===== config.mk =====
export PLATFORM = sky130hd
export DESIGN_NAME = arm_dp_sequencer_flat
export DESIGN_NICKNAME = d
export VERILOG_FILES = /design/src/rtl/arm_pkg.sv /design/src/rtl/arm_dp_sequencer_if.sv /design/src/rtl/arm_cond_check.sv /design/src/rtl/arm_dp_sequencer.sv /design/src/flat_wrapper.sv
export SDC_FILE = /design/constraint.sdc
export NUM_CORES = 1
export LEC_CHECK = 0
export BUFFER_PORTS_ARGS = -buffer_cell sky130_fd_sc_hd__buf_2
export CORE_ASPECT_RATIO = 0.5
export CORE_MARGIN = 3
export CORE_UTILIZATION = 46
export DETAILED_ROUTE_END_ITERATION = 6
export GPL_TIMING_DRIVEN = 0
export PLACE_DENSITY_LB_ADDON = 0.3
export SLEW_MARGIN = 0
export SYNTH_ARGS = -nofsm -noshare
export SYNTH_HDL_FRONTEND = slang
export SYNTH_HIERARCHICAL = 1
export SYNTH_SLANG_ARGS = --single-unit

===== constraint.sdc =====
create_clock -name clk -period 3.8 [get_ports clk]
set_clock_uncertainty 0.2 [all_clocks]
set_input_delay 0.19 -clock clk [delete_from_list [all_inputs] [get_ports clk]]
set_output_delay 0.19 -clock clk [all_outputs]
set_load 0.02 [all_outputs]

===== src/rtl/arm_pkg.sv =====
// Shared definitions for the ARM data-processing slice.
//   - ALU opcode map (OP_AND .. OP_MVN) and condition codes (COND_EQ .. COND_NV)
//   - sequencer FSM state enum
//   - is_logical()/is_test() opcode classifiers
package arm_pkg;

  localparam logic [3:0] OP_AND = 4'b0000;
  localparam logic [3:0] OP_EOR = 4'b0001;
  localparam logic [3:0] OP_SUB = 4'b0010;
  localparam logic [3:0] OP_RSB = 4'b0011;
  localparam logic [3:0] OP_ADD = 4'b0100;
  localparam logic [3:0] OP_ADC = 4'b0101;
  localparam logic [3:0] OP_SBC = 4'b0110;
  localparam logic [3:0] OP_RSC = 4'b0111;
  localparam logic [3:0] OP_TST = 4'b1000;
  localparam logic [3:0] OP_TEQ = 4'b1001;
  localparam logic [3:0] OP_CMP = 4'b1010;
  localparam logic [3:0] OP_CMN = 4'b1011;
  localparam logic [3:0] OP_ORR = 4'b1100;
  localparam logic [3:0] OP_MOV = 4'b1101;
  localparam logic [3:0] OP_BIC = 4'b1110;
  localparam logic [3:0] OP_MVN = 4'b1111;

  localparam logic [3:0] COND_EQ = 4'b0000;
  localparam logic [3:0] COND_NE = 4'b0001;
  localparam logic [3:0] COND_CS = 4'b0010;
  localparam logic [3:0] COND_CC = 4'b0011;
  localparam logic [3:0] COND_MI = 4'b0100;
  localparam logic [3:0] COND_PL = 4'b0101;
  localparam logic [3:0] COND_VS = 4'b0110;
  localparam logic [3:0] COND_VC = 4'b0111;
  localparam logic [3:0] COND_HI = 4'b1000;
  localparam logic [3:0] COND_LS = 4'b1001;
  localparam logic [3:0] COND_GE = 4'b1010;
  localparam logic [3:0] COND_LT = 4'b1011;
  localparam logic [3:0] COND_GT = 4'b1100;
  localparam logic [3:0] COND_LE = 4'b1101;
  localparam logic [3:0] COND_AL = 4'b1110;
  localparam logic [3:0] COND_NV = 4'b1111;

  typedef enum logic [1:0] {
    ST_IDLE = 2'd0,
    ST_EXEC = 2'd1,
    ST_WB   = 2'd2
  } seq_state_e;

  // Logical ops only produce meaningful N/Z; C and V are kept from before.
  function automatic logic is_logical(input logic [3:0] op);
    return (op == OP_AND) || (op == OP_EOR) || (op == OP_TST) || (op == OP_TEQ) ||
           (op == OP_ORR) || (op == OP_MOV) || (op == OP_BIC) || (op == OP_MVN);
  endfunction

  // TST/TEQ/CMP/CMN: flags only, never a register write.
  function automatic logic is_test(input logic [3:0] op);
    return op[3:2] == 2'b10;
  endfunction

endpackage


===== src/rtl/arm_dp_sequencer_if.sv =====
// Decode-to-sequencer command channel (valid/ready handshake).
//   master: decode stage (drives the command, observes cmd_ready)
//   slave : sequencer    (observes the command, drives cmd_ready)
interface arm_dp_cmd_if #(
  parameter int DW = 32,
  parameter int RW = 4
);
  logic          cmd_valid;
  logic          cmd_ready;
  logic [3:0]    cmd_cond;
  logic [3:0]    cmd_opcode;
  logic          cmd_s;
  logic [RW-1:0] cmd_rd;
  logic [DW-1:0] cmd_op1;
  logic [DW-1:0] cmd_op2;

  modport master (
    output cmd_valid, cmd_cond, cmd_opcode, cmd_s, cmd_rd, cmd_op1, cmd_op2,
    input  cmd_ready
  );

  modport slave (
    input  cmd_valid, cmd_cond, cmd_opcode, cmd_s, cmd_rd, cmd_op1, cmd_op2,
    output cmd_ready
  );
endinterface


===== src/rtl/arm_cond_check.sv =====
// Combinational ARM condition evaluator; shared with the branch unit.
//   cond : 4-bit condition field
//   nzcv : flags {N,Z,C,V}
//   pass : 1 when the condition holds (1111 never passes)
module arm_cond_check
  import arm_pkg::*;
(
  input  logic [3:0] cond,
  input  logic [3:0] nzcv,
  output logic       pass
);
  logic n, z, c, v;
  assign {n, z, c, v} = nzcv;

  always_comb begin
    // NOTE: combinational blocks assign every output on every path, so a
    // default comes first; otherwise synthesis infers a latch.
    pass = 1'b0;
    case (cond)
      COND_EQ: pass = z;
      COND_NE: pass = !z;
      COND_CS: pass = c;
      COND_CC: pass = !c;
      COND_MI: pass = n;
      COND_PL: pass = !n;
      COND_VS: pass = v;
      COND_VC: pass = !v;
      COND_HI: pass = c && !z;
      COND_LS: pass = !c || z;
      COND_GE: pass = (n == v);
      COND_LT: pass = (n != v);
      COND_GT: pass = !z && (n == v);
      COND_LE: pass = z || (n != v);
      COND_AL: pass = 1'b1;
      default: pass = 1'b0;
    endcase
  end
endmodule


===== src/rtl/arm_dp_sequencer.sv =====
// Sequences one ARM data-processing command at a time through an external
// combinational ALU: IDLE (accept + condition check) -> EXEC (drive ALU,
// capture result) -> WB (register write, flag update, done pulse).
// A failed condition skips EXEC.
//   clk, reset          : clock, synchronous active-high reset
//   cmd                 : command channel (slave side)
//   alu_*               : ALU opcode/operands/carry out, result/flags in
//   rf_we/waddr/wdata   : register-file write port (WB only)
//   flag_wr_en/data     : external NZCV load, overrides a WB update
//   flags_nzcv          : current flags
//   done, done_passed   : end-of-command pulse and condition outcome
module arm_dp_sequencer
  import arm_pkg::*;
#(
  parameter int DW = 32,
  parameter int RW = 4
) (
  input  logic          clk,
  input  logic          reset,
  arm_dp_cmd_if.slave   cmd,
  output logic [3:0]    alu_opcode,
  output logic [DW-1:0] alu_in_1,
  output logic [DW-1:0] alu_in_2,
  output logic          alu_c_in,
  input  logic [DW-1:0] alu_y,
  input  logic          alu_n,
  input  logic          alu_z,
  input  logic          alu_c,
  input  logic          alu_v,
  output logic          rf_we,
  output logic [RW-1:0] rf_waddr,
  output logic [DW-1:0] rf_wdata,
  input  logic          flag_wr_en,
  input  logic [3:0]    flag_wr_data,
  output logic [3:0]    flags_nzcv,
  output logic          done,
  output logic          done_passed
);
  seq_state_e    state_q, state_d;
  logic [3:0]    op_q;
  logic          s_q;
  logic [RW-1:0] rd_q;
  logic [DW-1:0] op1_q, op2_q, y_q;
  logic [3:0]    nzcv_q;
  logic          pass_q;
  logic          cond_pass;
  logic          accept;
  logic          flag_upd;

  // Condition uses the flags register as it stands, i.e. before any
  // flag_wr_en load landing on the same edge.
  arm_cond_check u_cond (
    .cond (cmd.cmd_cond),
    .nzcv (flags_nzcv),
    .pass (cond_pass)
  );

  assign accept        = (state_q == ST_IDLE) && cmd.cmd_valid;
  assign cmd.cmd_ready = (state_q == ST_IDLE);

  always_ff @(posedge clk) begin
    // NOTE: clocked state uses non-blocking assignments so every register
    // samples pre-edge values regardless of statement order.
    if (reset) state_q <= ST_IDLE;
    else       state_q <= state_d;
  end

  always_comb begin
    state_d = state_q;
    case (state_q)
      ST_IDLE: if (cmd.cmd_valid) state_d = cond_pass ? ST_EXEC : ST_WB;
      ST_EXEC: state_d = ST_WB;
      ST_WB:   state_d = ST_IDLE;
      default: state_d = ST_IDLE;
    endcase
  end

  // NOTE: command/result holding registers have no reset: they are only read
  // in EXEC/WB, which are reachable only after a load, and the state reset
  // alone guarantees no write or flag update after an abort.
  always_ff @(posedge clk) begin
    if (accept) begin
      op_q   <= cmd.cmd_opcode;
      s_q    <= cmd.cmd_s;
      rd_q   <= cmd.cmd_rd;
      op1_q  <= cmd.cmd_op1;
      op2_q  <= cmd.cmd_op2;
      pass_q <= cond_pass;
    end
    if (state_q == ST_EXEC) begin
      y_q    <= alu_y;
      nzcv_q <= {alu_n, alu_z, alu_c, alu_v};
    end
  end

  assign flag_upd = (state_q == ST_WB) && pass_q && (s_q || is_test(op_q));

  always_ff @(posedge clk) begin
    if (reset)           flags_nzcv <= 4'b0000;
    else if (flag_wr_en) flags_nzcv <= flag_wr_data;
    else if (flag_upd) begin
      if (is_logical(op_q)) flags_nzcv <= {nzcv_q[3:2], flags_nzcv[1:0]};
      else                  flags_nzcv <= nzcv_q;
    end
  end

  always_comb begin
    alu_opcode  = '0;
    alu_in_1    = '0;
    alu_in_2    = '0;
    alu_c_in    = 1'b0;
    rf_we       = 1'b0;
    rf_waddr    = '0;
    rf_wdata    = '0;
    done        = 1'b0;
    done_passed = 1'b0;
    case (state_q)
      ST_EXEC: begin
        alu_opcode = op_q;
        alu_in_1   = op1_q;
        alu_in_2   = op2_q;
        alu_c_in   = flags_nzcv[1];
      end
      ST_WB: begin
        done        = 1'b1;
        done_passed = pass_q;
        if (pass_q && !is_test(op_q)) begin
          rf_we    = 1'b1;
          rf_waddr = rd_q;
          rf_wdata = y_q;
        end
      end
      default: ;
    endcase
  end
endmodule


===== src/flat_wrapper.sv =====
// flat-port wrapper written by rule: the top's interface ports become plain ports
module arm_dp_sequencer_flat import arm_pkg::*;
#(
  parameter int DW = 32,
  parameter int RW = 4
)
  (clk, reset, alu_opcode, alu_in_1, alu_in_2, alu_c_in, alu_y, alu_n, alu_z, alu_c, alu_v, rf_we, rf_waddr, rf_wdata, flag_wr_en, flag_wr_data, flags_nzcv, done, done_passed, cmd_cmd_valid, cmd_cmd_cond, cmd_cmd_opcode, cmd_cmd_s, cmd_cmd_rd, cmd_cmd_op1, cmd_cmd_op2, cmd_cmd_ready);
  arm_dp_cmd_if #(.DW(DW), .RW(RW)) cmd_i ();
  input  logic clk;
  input  logic reset;
  output logic [3:0] alu_opcode;
  output logic [DW-1:0] alu_in_1;
  output logic [DW-1:0] alu_in_2;
  output logic alu_c_in;
  input  logic [DW-1:0] alu_y;
  input  logic alu_n;
  input  logic alu_z;
  input  logic alu_c;
  input  logic alu_v;
  output logic rf_we;
  output logic [RW-1:0] rf_waddr;
  output logic [DW-1:0] rf_wdata;
  input  logic flag_wr_en;
  input  logic [3:0] flag_wr_data;
  output logic [3:0] flags_nzcv;
  output logic done;
  output logic done_passed;
  input wire logic [$bits(cmd_i.cmd_valid)-1:0] cmd_cmd_valid;
  input wire logic [$bits(cmd_i.cmd_cond)-1:0] cmd_cmd_cond;
  input wire logic [$bits(cmd_i.cmd_opcode)-1:0] cmd_cmd_opcode;
  input wire logic [$bits(cmd_i.cmd_s)-1:0] cmd_cmd_s;
  input wire logic [$bits(cmd_i.cmd_rd)-1:0] cmd_cmd_rd;
  input wire logic [$bits(cmd_i.cmd_op1)-1:0] cmd_cmd_op1;
  input wire logic [$bits(cmd_i.cmd_op2)-1:0] cmd_cmd_op2;
  output wire logic [$bits(cmd_i.cmd_ready)-1:0] cmd_cmd_ready;
  assign cmd_i.cmd_valid = cmd_cmd_valid;
  assign cmd_i.cmd_cond = cmd_cmd_cond;
  assign cmd_i.cmd_opcode = cmd_cmd_opcode;
  assign cmd_i.cmd_s = cmd_cmd_s;
  assign cmd_i.cmd_rd = cmd_cmd_rd;
  assign cmd_i.cmd_op1 = cmd_cmd_op1;
  assign cmd_i.cmd_op2 = cmd_cmd_op2;
  assign cmd_cmd_ready = cmd_i.cmd_ready;
  arm_dp_sequencer #(.DW(DW), .RW(RW)) u_core (.clk(clk), .reset(reset), .cmd(cmd_i), .alu_opcode(alu_opcode), .alu_in_1(alu_in_1), .alu_in_2(alu_in_2), .alu_c_in(alu_c_in), .alu_y(alu_y), .alu_n(alu_n), .alu_z(alu_z), .alu_c(alu_c), .alu_v(alu_v), .rf_we(rf_we), .rf_waddr(rf_waddr), .rf_wdata(rf_wdata), .flag_wr_en(flag_wr_en), .flag_wr_data(flag_wr_data), .flags_nzcv(flags_nzcv), .done(done), .done_passed(done_passed));
endmodule

==> impl_metrics.py <==
metrics = {
    "run_status": {
        "status": "finished clean",
    },
    "place": {
        "dpl_cell_area_um2": 5961,
        "dp.cells": 655,
        "gp_congestion": 0.7641,
        "place_ws_ps": 1228,
        "port_buffers": 231,
        "hpwlAfterDp_um": 7263,
    },
    "power_and_ir_drop": {
        "p_leak_nw": 3.517,
        "ir_worst_vdd_uv": 366.5,
        "total_power_mw": 3.547,
        "pwr_density_cell_nw_per_um2": 459.1,
    },
    "logic_synthesis": {
        "yosys-top-cells-area": "edfxtp_1, and2_1, and2_4",
        "syn_nets": 410,
        "synth_area_per_cell_um2": 16.03,
        "synth.ff_latch_count": 116,
        "synth_edf_count": 110,
        "synth_area_leader_cell": "edfxtp_1",
        "synth_async_sr_flop_share_pct": 0,
        "synth-main-ff-cell": "edfxtp_1",
        "synth.distinct_cells": 34,
        "synthTopCellsByCount": "edfxtp_1, and2_1, and2_4, clkbuf_1, nor2_1",
        "yosysWarnings": 6,
        "synth_area_um2": 4633,
        "ys_seq_area_share_pct": 73.89,
        "synth_most_common_cell": "edfxtp_1",
        "synthCells": 289,
        "synth_top_area_share_pct": 71.29,
    },
    "floorplanning": {
        "die_w_um": 147.9,
        "io_pins": 234,
        "die-area_um2": 11390,
        "die_h_um": 76.97,
        "start_util_pct": 48.09,
        "rows": 25,
        "core_area_um2": 9634,
    },
    "sta": {
        "worst_pin_slew_ps": 962.2,
        "max_freq_mhz": 336.6,
        "setup_tns_ps": 0,
        "final.period_utilization_pct": 78.17,
        "relSlewSlack_pct": 35.86,
        "min_period_ps": 2971,
        "setup_ws_ps": 829.5,
        "hold_viol_final": 0,
        "grt_setup_unrepaired": "no",
        "slew_viol_final": 0,
        "holdWs_ps": 203.1,
        "setup_violations": 0,
    },
    "cells_and_area": {
        "regArea_um2": 3423,
        "final_area_um2": 7726,
        "multi_input_area_um2": 1116,
        "area_growth_pct": 66.76,
        "fillCellCount": 578,
        "fin_nets": 777,
        "fin_cells": 803,
        "diodes": 0,
        "drive_above_1_share_pct": 44.61,
        "fin_util_pct": 80.19,
    },
    "clocking": {
        "cts_sinks": 116,
        "htree_num_levels": 4,
        "cts_tree": "built",
        "postCtsSetupBuffers": 0,
        "path_clk_slew_ps": 50,
        "clk_path_buf_depth": 2,
        "ctsResizeCount": 0,
        "numCtsBuffers": 17,
        "cts_hold_buf": 117,
        "clock_latency_ps": 390,
        "clockRootBuffer": "clkbuf_16",
    },
    "grt": {
        "grt_usage_pct": 22.34,
        "overflow": 0,
        "antenna_found_initial": 0,
        "grt_pass1_wl_um": 19690,
        "grt_max_degree": 76,
        "grt_pass1_vias": 3842,
    },
    "route": {
        "via_per_inst": 4.537,
        "met3_length_um": 778,
        "met2RoutedLength_um": 6877,
        "drt-total-wl_um": 12450,
        "route.vias.total": 3643,
        "drt-met1-wl_um": 4504,
        "first_pass_iters": 4,
        "wl_per_cell_um": 15.51,
        "antenna_left": 0,
        "drc_errors": 0,
        "drt_iter0_markers": 214,
        "highest-signal-layer": "met4",
    },
    "worst_setup_path": {
        "worstPathArrival_ps": 2580,
        "worstSetupEndpointType": "output pin",
        "crit_path_frequent_cell": "buf_2",
        "critPathMaxFanout": 45,
        "worstSetupPathType": "reg2out",
        "required_ps": 3410,
        "cpPeakStageDelay_ps": 820,
        "critPathSlowestCell": "buf_2",
        "crit_path_start_kind": "flip-flop",
        "crit_path_cell_trace": "nor2b_1 > buf_2 > and2_1 > buf_2",
        "path_delay_family": "buffers and inverters",
        "cp_num_buf_inv": 2,
    },
    "min_path": {
        "hp-class": "in2reg",
    },
    "flow_run": {
        "maxCapViolations": 0,
    },
}
-- worst paths after layout --
| path | startpoint | endpoint | slack, ps | depth (start not counted) |
|---|---|---|---|---|
| max | u_core/state_q[0] | alu_in_2[23] | 830 | 4 |
| min | cmd_cmd_cond[0] | u_core/pass_q | 200 | 4 |
| min reg2reg | u_core/state_q[1] | u_core/state_q[1] | 300 | 1 |
| max reg2reg | u_core/state_q[0] | u_core/y_q[31] | 1430 | 2 |
-- cell families after synthesis --
logic type                synth area share (%)
and+or+nand+nor                          19.31
DFF                                      73.89
AOI/OAI and AO/OA                        2.998
buffers and inverters                    2.080
muxes                                    1.188
xor gates and xnor gates                0.5402
-- worst min-delay path: cells and delay by family --
kind,cells,cell delay [ps]
compound gates,3,330
buf+inv,1,130
-- sequential cells by signal (all words and copies together), names as in the netlist --
signal / cells
u_core/pass_q: 1
u_core/op2_q: 32
u_core/state_q: 2
u_core/rd_q: 4
u_core/op1_q: 32
u_core/op_q: 4
u_core/flags_nzcv: 4
u_core/s_q: 1
u_core/nzcv_q: 4
u_core/y_q: 32
-- placed cells by master, fill, tap and decap left out, types with 2 or more instances in the layout --
| cell | synthesis | routed |
|---|---|---|
| nor2b_4 | 2 | 2 |
| clkinv_2 | 0 | 5 |
| dfxtp_1 | 6 | 6 |
| a211oi_1 | 2 | 2 |
| clkbuf_1 | 7 | 8 |
| clkbuf_16 | 0 | 17 |
| bufinv_16 | 0 | 4 |
| buf_6 | 2 | 2 |
| inv_1 | 2 | 2 |
| nand2_1 | 3 | 3 |
| clkinv_1 | 0 | 3 |
| nand2b_1 | 2 | 2 |
| nor3_1 | 3 | 3 |
| nor2_1 | 7 | 7 |
| a221oi_1 | 3 | 3 |
| buf_8 | 2 | 2 |
| buf_2 | 2 | 233 |
| nor2b_1 | 4 | 4 |
| dlygate4sd3_1 | 0 | 117 |
| and2_1 | 80 | 79 |
| nor3b_1 | 2 | 2 |
| a211o_1 | 2 | 2 |
| a21oi_1 | 4 | 4 |
| mux2i_1 | 4 | 4 |
| and2_4 | 26 | 27 |
| o211ai_1 | 2 | 2 |
| edfxtp_1 | 110 | 110 |
-- final cells by class --
type                       instances  area share [%]
inverter                           2         0.09717
clock inverter                    13           2.138
sequential                       116           44.31
clock buffer                      18           5.555
timing repair buffer             348           30.12
multi-input combinational        158           14.45
buffer                            13           1.150
tap                              135           2.186
-- metal layers --
layer,GRT usage [%],vias to the layer above
li1,-,1764
met1,22.98,1714
met2,41.80,141
met3,6.907,24
met4,10.23,0
met5,0,-
-- power breakdown --
group	leakage [nW]	total, mW	internal, mW	switching, mW
clock network	0.296	1.60	1.08	0.519
logic	2.13	0.411	0.206	0.205
registers	1.09	1.54	1.51	0.0280
Note: power is estimated with default switching activity, not from simulation.
